**config.mk**
```make
export PLATFORM = sky130hd
export DESIGN_NAME = vec_lane_serializer
export DESIGN_NICKNAME = d
export VERILOG_FILES = /design/src/rtl/vec_pkg.sv /design/src/rtl/vec_lane_pick.sv /design/src/rtl/vec_lane_serializer.sv
export SDC_FILE = /design/constraint.sdc
export NUM_CORES = 1
export LEC_CHECK = 0
export ABC_AREA = 1
export BUFFER_PORTS_ARGS = -buffer_cell sky130_fd_sc_hd__buf_2
export CAP_MARGIN = 30
export CORE_MARGIN = 2
export CORE_UTILIZATION = 56
export DETAILED_ROUTE_END_ITERATION = 8
export GPL_ROUTABILITY_DRIVEN = 1
export PLACE_DENSITY = 0.85
export RECOVER_POWER = 25
export SETUP_SLACK_MARGIN = 0.15
export SKIP_CTS_REPAIR_TIMING = 1
export SYNTH_ARGS = -nofsm -noshare
export SYNTH_HDL_FRONTEND = slang
export SYNTH_SLANG_ARGS = --single-unit
```
**constraint.sdc**
```tcl
create_clock -name clk -period 3.7 [get_ports clk]
set_input_delay 0.185 -clock clk [delete_from_list [all_inputs] [get_ports clk]]
set_output_delay 0.185 -clock clk [all_outputs]
set_load 0.02 [all_outputs]
```
**src/rtl/vec_pkg.sv**
```systemverilog
// Shared vector-unit types and constants for the lane serializer and the
// matching vector load gatherer.
package vec_pkg;

  localparam int LANES  = 4;
  localparam int LANE_W = 32;
  localparam int VEC_W  = LANES * LANE_W;
  localparam int ADDR_W = 32;

  typedef logic [LANE_W-1:0] lane_t;
  typedef logic [LANES-1:0]  lane_mask_t;
  typedef logic [1:0]        lane_idx_t;

  typedef enum logic [1:0] {
    IDLE  = 2'd0,
    WRITE = 2'd1,
    DONE  = 2'd2
  } ser_state_t;

endpackage

```
**src/rtl/vec_lane_pick.sv**
```systemverilog
// Lowest-set-bit encoder over a lane mask: returns the index of the first
// enabled lane and whether any lane is enabled at all.
module vec_lane_pick
  import vec_pkg::*;
(
  input  lane_mask_t mask,
  output lane_idx_t  idx,
  output logic       any
);

  // Scan from the top down so the lowest set bit is the last one to win.
  always_comb begin
    idx = '0;
    any = 1'b0;
    for (int i = LANES - 1; i >= 0; i--) begin
      if (mask[i]) begin
        idx = lane_idx_t'(i);
        any = 1'b1;
      end
    end
  end

endmodule

```
**src/rtl/vec_lane_serializer.sv**
```systemverilog
// Vector store drain: captures one 128-bit vector with a lane mask and
// writes each enabled lane to the 32-bit memory port, lowest lane first.
//
// Handshakes (both strict valid/ready): upstream transfers when
// in_valid & in_ready; in_ready is a function of state and rst only.
// Downstream transfers when mem_we & mem_ready; mem_we/mem_addr/mem_wdata
// come from registered state only and stay stable while mem_ready is low.
module vec_lane_serializer
  import vec_pkg::*;
#(
  parameter int ADDR_W = vec_pkg::ADDR_W
) (
  input  logic              clk,
  input  logic              rst,
  input  logic              in_valid,
  output logic              in_ready,
  input  logic [VEC_W-1:0]  in_data,
  input  logic [ADDR_W-1:0] in_addr,
  input  logic [LANES-1:0]  in_mask,
  output logic              mem_we,
  output logic [ADDR_W-1:0] mem_addr,
  output logic [LANE_W-1:0] mem_wdata,
  input  logic              mem_ready,
  output logic              busy,
  output logic              done,
  output logic [1:0]        dbg_state
);

  ser_state_t        state_q, state_d;
  logic [VEC_W-1:0]  data_q,  data_d;
  logic [ADDR_W-1:0] addr_q,  addr_d;
  lane_mask_t        mask_q,  mask_d;

  lane_idx_t  pick_idx;
  logic       pick_any;
  lane_mask_t pick_bit;

  vec_lane_pick u_pick (
    .mask (mask_q),
    .idx  (pick_idx),
    .any  (pick_any)
  );

  assign pick_bit = lane_mask_t'(1) << pick_idx;

  // Next-state and handshake logic; outputs derive from registered state.
  always_comb begin
    state_d  = state_q;
    data_d   = data_q;
    addr_d   = addr_q;
    mask_d   = mask_q;
    in_ready = (state_q == IDLE) && !rst;
    case (state_q)
      IDLE: begin
        if (in_valid && in_ready) begin
          data_d  = in_data;
          addr_d  = in_addr;
          mask_d  = in_mask;
          state_d = (in_mask != '0) ? WRITE : DONE;
        end
      end
      WRITE: begin
        // pick_any is always set here; masks entering WRITE are non-zero.
        if (mem_ready && pick_any) begin
          mask_d = mask_q & ~pick_bit;
          if ((mask_q & ~pick_bit) == '0) begin
            state_d = DONE;
          end
        end
      end
      DONE: begin
        state_d = IDLE;
      end
      default: begin
        state_d = IDLE;
      end
    endcase
  end

  // Registered state; reset aborts any request in flight.
  always_ff @(posedge clk) begin
    if (rst) begin
      state_q <= IDLE;
      data_q  <= '0;
      addr_q  <= '0;
      mask_q  <= '0;
    end else begin
      state_q <= state_d;
      data_q  <= data_d;
      addr_q  <= addr_d;
      mask_q  <= mask_d;
    end
  end

  // Memory-side and status outputs, zeroed outside WRITE.
  always_comb begin
    mem_we    = (state_q == WRITE);
    mem_addr  = '0;
    mem_wdata = '0;
    if (mem_we) begin
      mem_addr  = addr_q + ADDR_W'({pick_idx, 2'b00});
      mem_wdata = data_q[{pick_idx, 5'b00000} +: LANE_W];
    end
    busy      = (state_q != IDLE);
    done      = (state_q == DONE);
    dbg_state = state_q;
  end

endmodule

```
==> reports/metrics.cfg <==
[status]
violations=negative hold slack, max-capacitance violations, max-slew violations
outcome=finished, violations left

[setup_path]
criticalPathCategory=reg2reg
cp-start-kind=flop
worstPathArrival_ns=3.48
crit_path_end_kind=flop
cp.required_ns=3.98
cp_max_fo=144

[die]
die_h_microns=125
dieArea_sq_mm=0.0157
core_area_sq_mm=0.0145
initial_core_util=0.569
pin_count=238
die_w_microns=125
row_count=44

[yosys]
netlist_area_sq_mm=0.00824
synth-simple-area-share=0.266
yosys.area_share.xor_xnor=0.00425
synthAdderAreaFrac=0.00547
syn_nets=1407
synth_compound_area_frac=0.190
yosys_warnings=0
synth-seq-area-share=0.403
syn_area_per_cell_sq_um=6.67
synth_cell_types=23
synth_flop_cell=dfxtp_1
async_reset_ff_frac=0
synth_top_family_by_area=simple AND/OR/NAND/NOR gates
netlist_instances=1236
synth_edf_count=0
synth-seq-cells=166
synthMuxAreaShare=0

[cts]
htreeDepth=4
clkSlewWorstSetupHoldPaths_ns=0.06
numClockSinks=166
cts_made_buffers=17
clk_latency_ns=0.43
cts_buffer_depth=2
cts_tree=yes
cts_root_buffer=clkbuf_16

[timing]
finalSetupViolations=0
slew_viol_final=145
maxSlewHeadroom=-0.0331
totalNegativeSetupSlack_ns=0
whs_ns=-0.0421
fin_skew_ns=0.00798
fmax_ghz=0.313
min_period_ns=3.20
period_share=0.864
grt_setup_unrepaired=false
hold_violations=20
worst_pin_slew_ns=1.55

[grt]
grt_pass1_wl_microns=38600
grt_overflow=0
grt_start_max_net_pins=145
grt_pass1_vias=7860
track_usage=0.304
antenna_found_initial=3

[cells_and_area]
postLayoutCoreUtil=0.767
nFillCells=1031
fin_nets=1710
drive_above_1_share=0.178
final_common_cell=nand2_1
final_cell_mix=368 x nand2_1, 231 x buf_2, 187 x inv_1
syn2layout_area_growth_pct=34.7
seqCellArea_sq_mm=0.00332
multi_input_area_sq_mm=0.00382

[placement]
io_buffer_count=237
dpl.hpwl_microns=16600
globalplace.congestion=0.928

[route]
antenna_left=0
wl_per_cell_microns=16.4
drc=0
routed_wl_microns=28500
drt_iter0_markers=1153
via_count=9597
first_pass_iters=6
vias_per_cell=5.53

[pwr]
power_frac_seq=0.410
ir_worst_vdd_uv=414
combPwrFrac=0.240
clkPwrFrac=0.350
internal_power_uw=3360
p_switching_uw=1600
p_per_area_mw_per_mm2=447
p_leak_uw=0.00486
netSwitchingFraction=0.323

[worst_hold_path]
hold_path_class=in2reg

[job]
max_cap_viol_count=1

-- logic make-up after synthesis --
kind of cell | after synthesis
XOR/XNOR | 4
AND/OR/NAND/NOR | 546
flip-flops | 166
adder cells (fa/ha/maj) | 3
buffers and inverters | 268
AO/OA/AOI/OAI | 249
-- synthesized netlist by cell type, types with 9 or more instances --
cell type / count / share of area
o31ai_1: 126 / 0.11
nand3_1: 82 / 0.050
o21ai_1: 11 / 0.0067
a21oi_1: 43 / 0.026
nor2_1: 84 / 0.038
buf_4: 9 / 0.0082
clkbuf_1: 32 / 0.015
inv_1: 188 / 0.086
buf_2: 35 / 0.021
o21ai_0: 67 / 0.041
dfxtp_1: 166 / 0.40
nand2_1: 368 / 0.17
-- power groups by stage --
stage	combinational (uW)	sequential (uW)	clock (uW)
global route	1290	2050	1800
finish	1190	2030	1740
CTS	1040	2030	1730
detailed placement	1030	2060	0
floorplan	709	2040	0
global placement	1010	2060	0
-- routing by layer --
metal / part of all wire / up-vias / wire length, microns / GRT usage
li1: - / 4555 / - / -
met1: 0.41 / 4331 / 11800 / 0.439
met2: 0.46 / 591 / 13000 / 0.458
met3: 0.085 / 120 / 2420 / 0.0573
met4: 0.044 / 0 / 1250 / 0.0993
met5: 0 / - / 0 / 0
-- layout make-up --
class	instances	share of cell area
Clock inverter	12	0.0117
Inverter	188	0.0636
Antenna cell	3	0.000676
Tap cell	184	0.0207
Timing Repair Buffer	364	0.221
Multi-Input combinational cell	802	0.344
Clock buffer	18	0.0387
Sequential cell	166	0.299
-- state kept, by name, summed over array words and instances, names as in the netlist --
signal	flops
addr_q	32
data_q	128
dbg_state	2
mask_q	4
-- metrics by stage --
stage / total power (uW) / cell area [sq um] / std cells / setup WS [ns] / hold slack, ns
after floorplan: 2750 / 8240 / 1236 / 1.03 / 0.298
after global placement: 3070 / 9380 / 1586 / 1.23 / 0.381
after detailed placement: 3090 / 9400 / 1587 / 1.11 / 0.386
after CTS: 4790 / 9960 / 1617 / 0.621 / -0.0517
after global routing: 5140 / 11100 / 1737 / 0.271 / -0.0159
final: 4960 / 11100 / 1737 / 0.502 / -0.0421
-- worst max-delay path: stages, from the launching register on --
cell,delay [ns]
dfxtp_1,0.36
nor2_1,0.18
inv_1,0.10
nor3_1,0.55
clkbuf_4,1.24
nand2_1,0.28
o31ai_1,0.21
-- worst paths after layout --
| path | endpoint | slack [ns] | start | depth (start not counted) |
|---|---|---|---|---|
| worst max-delay path | data_q[47] | 0.50 | dbg_state[0] | 6 |
| worst min-delay path | data_q[78] | -0.04 | in_data[78] | 3 |
| worst max register to register | data_q[47] | 0.50 | dbg_state[0] | 6 |
| worst min register to register | data_q[110] | 0.47 | data_q[110] | 2 |
(Power assumes the default switching activity.)
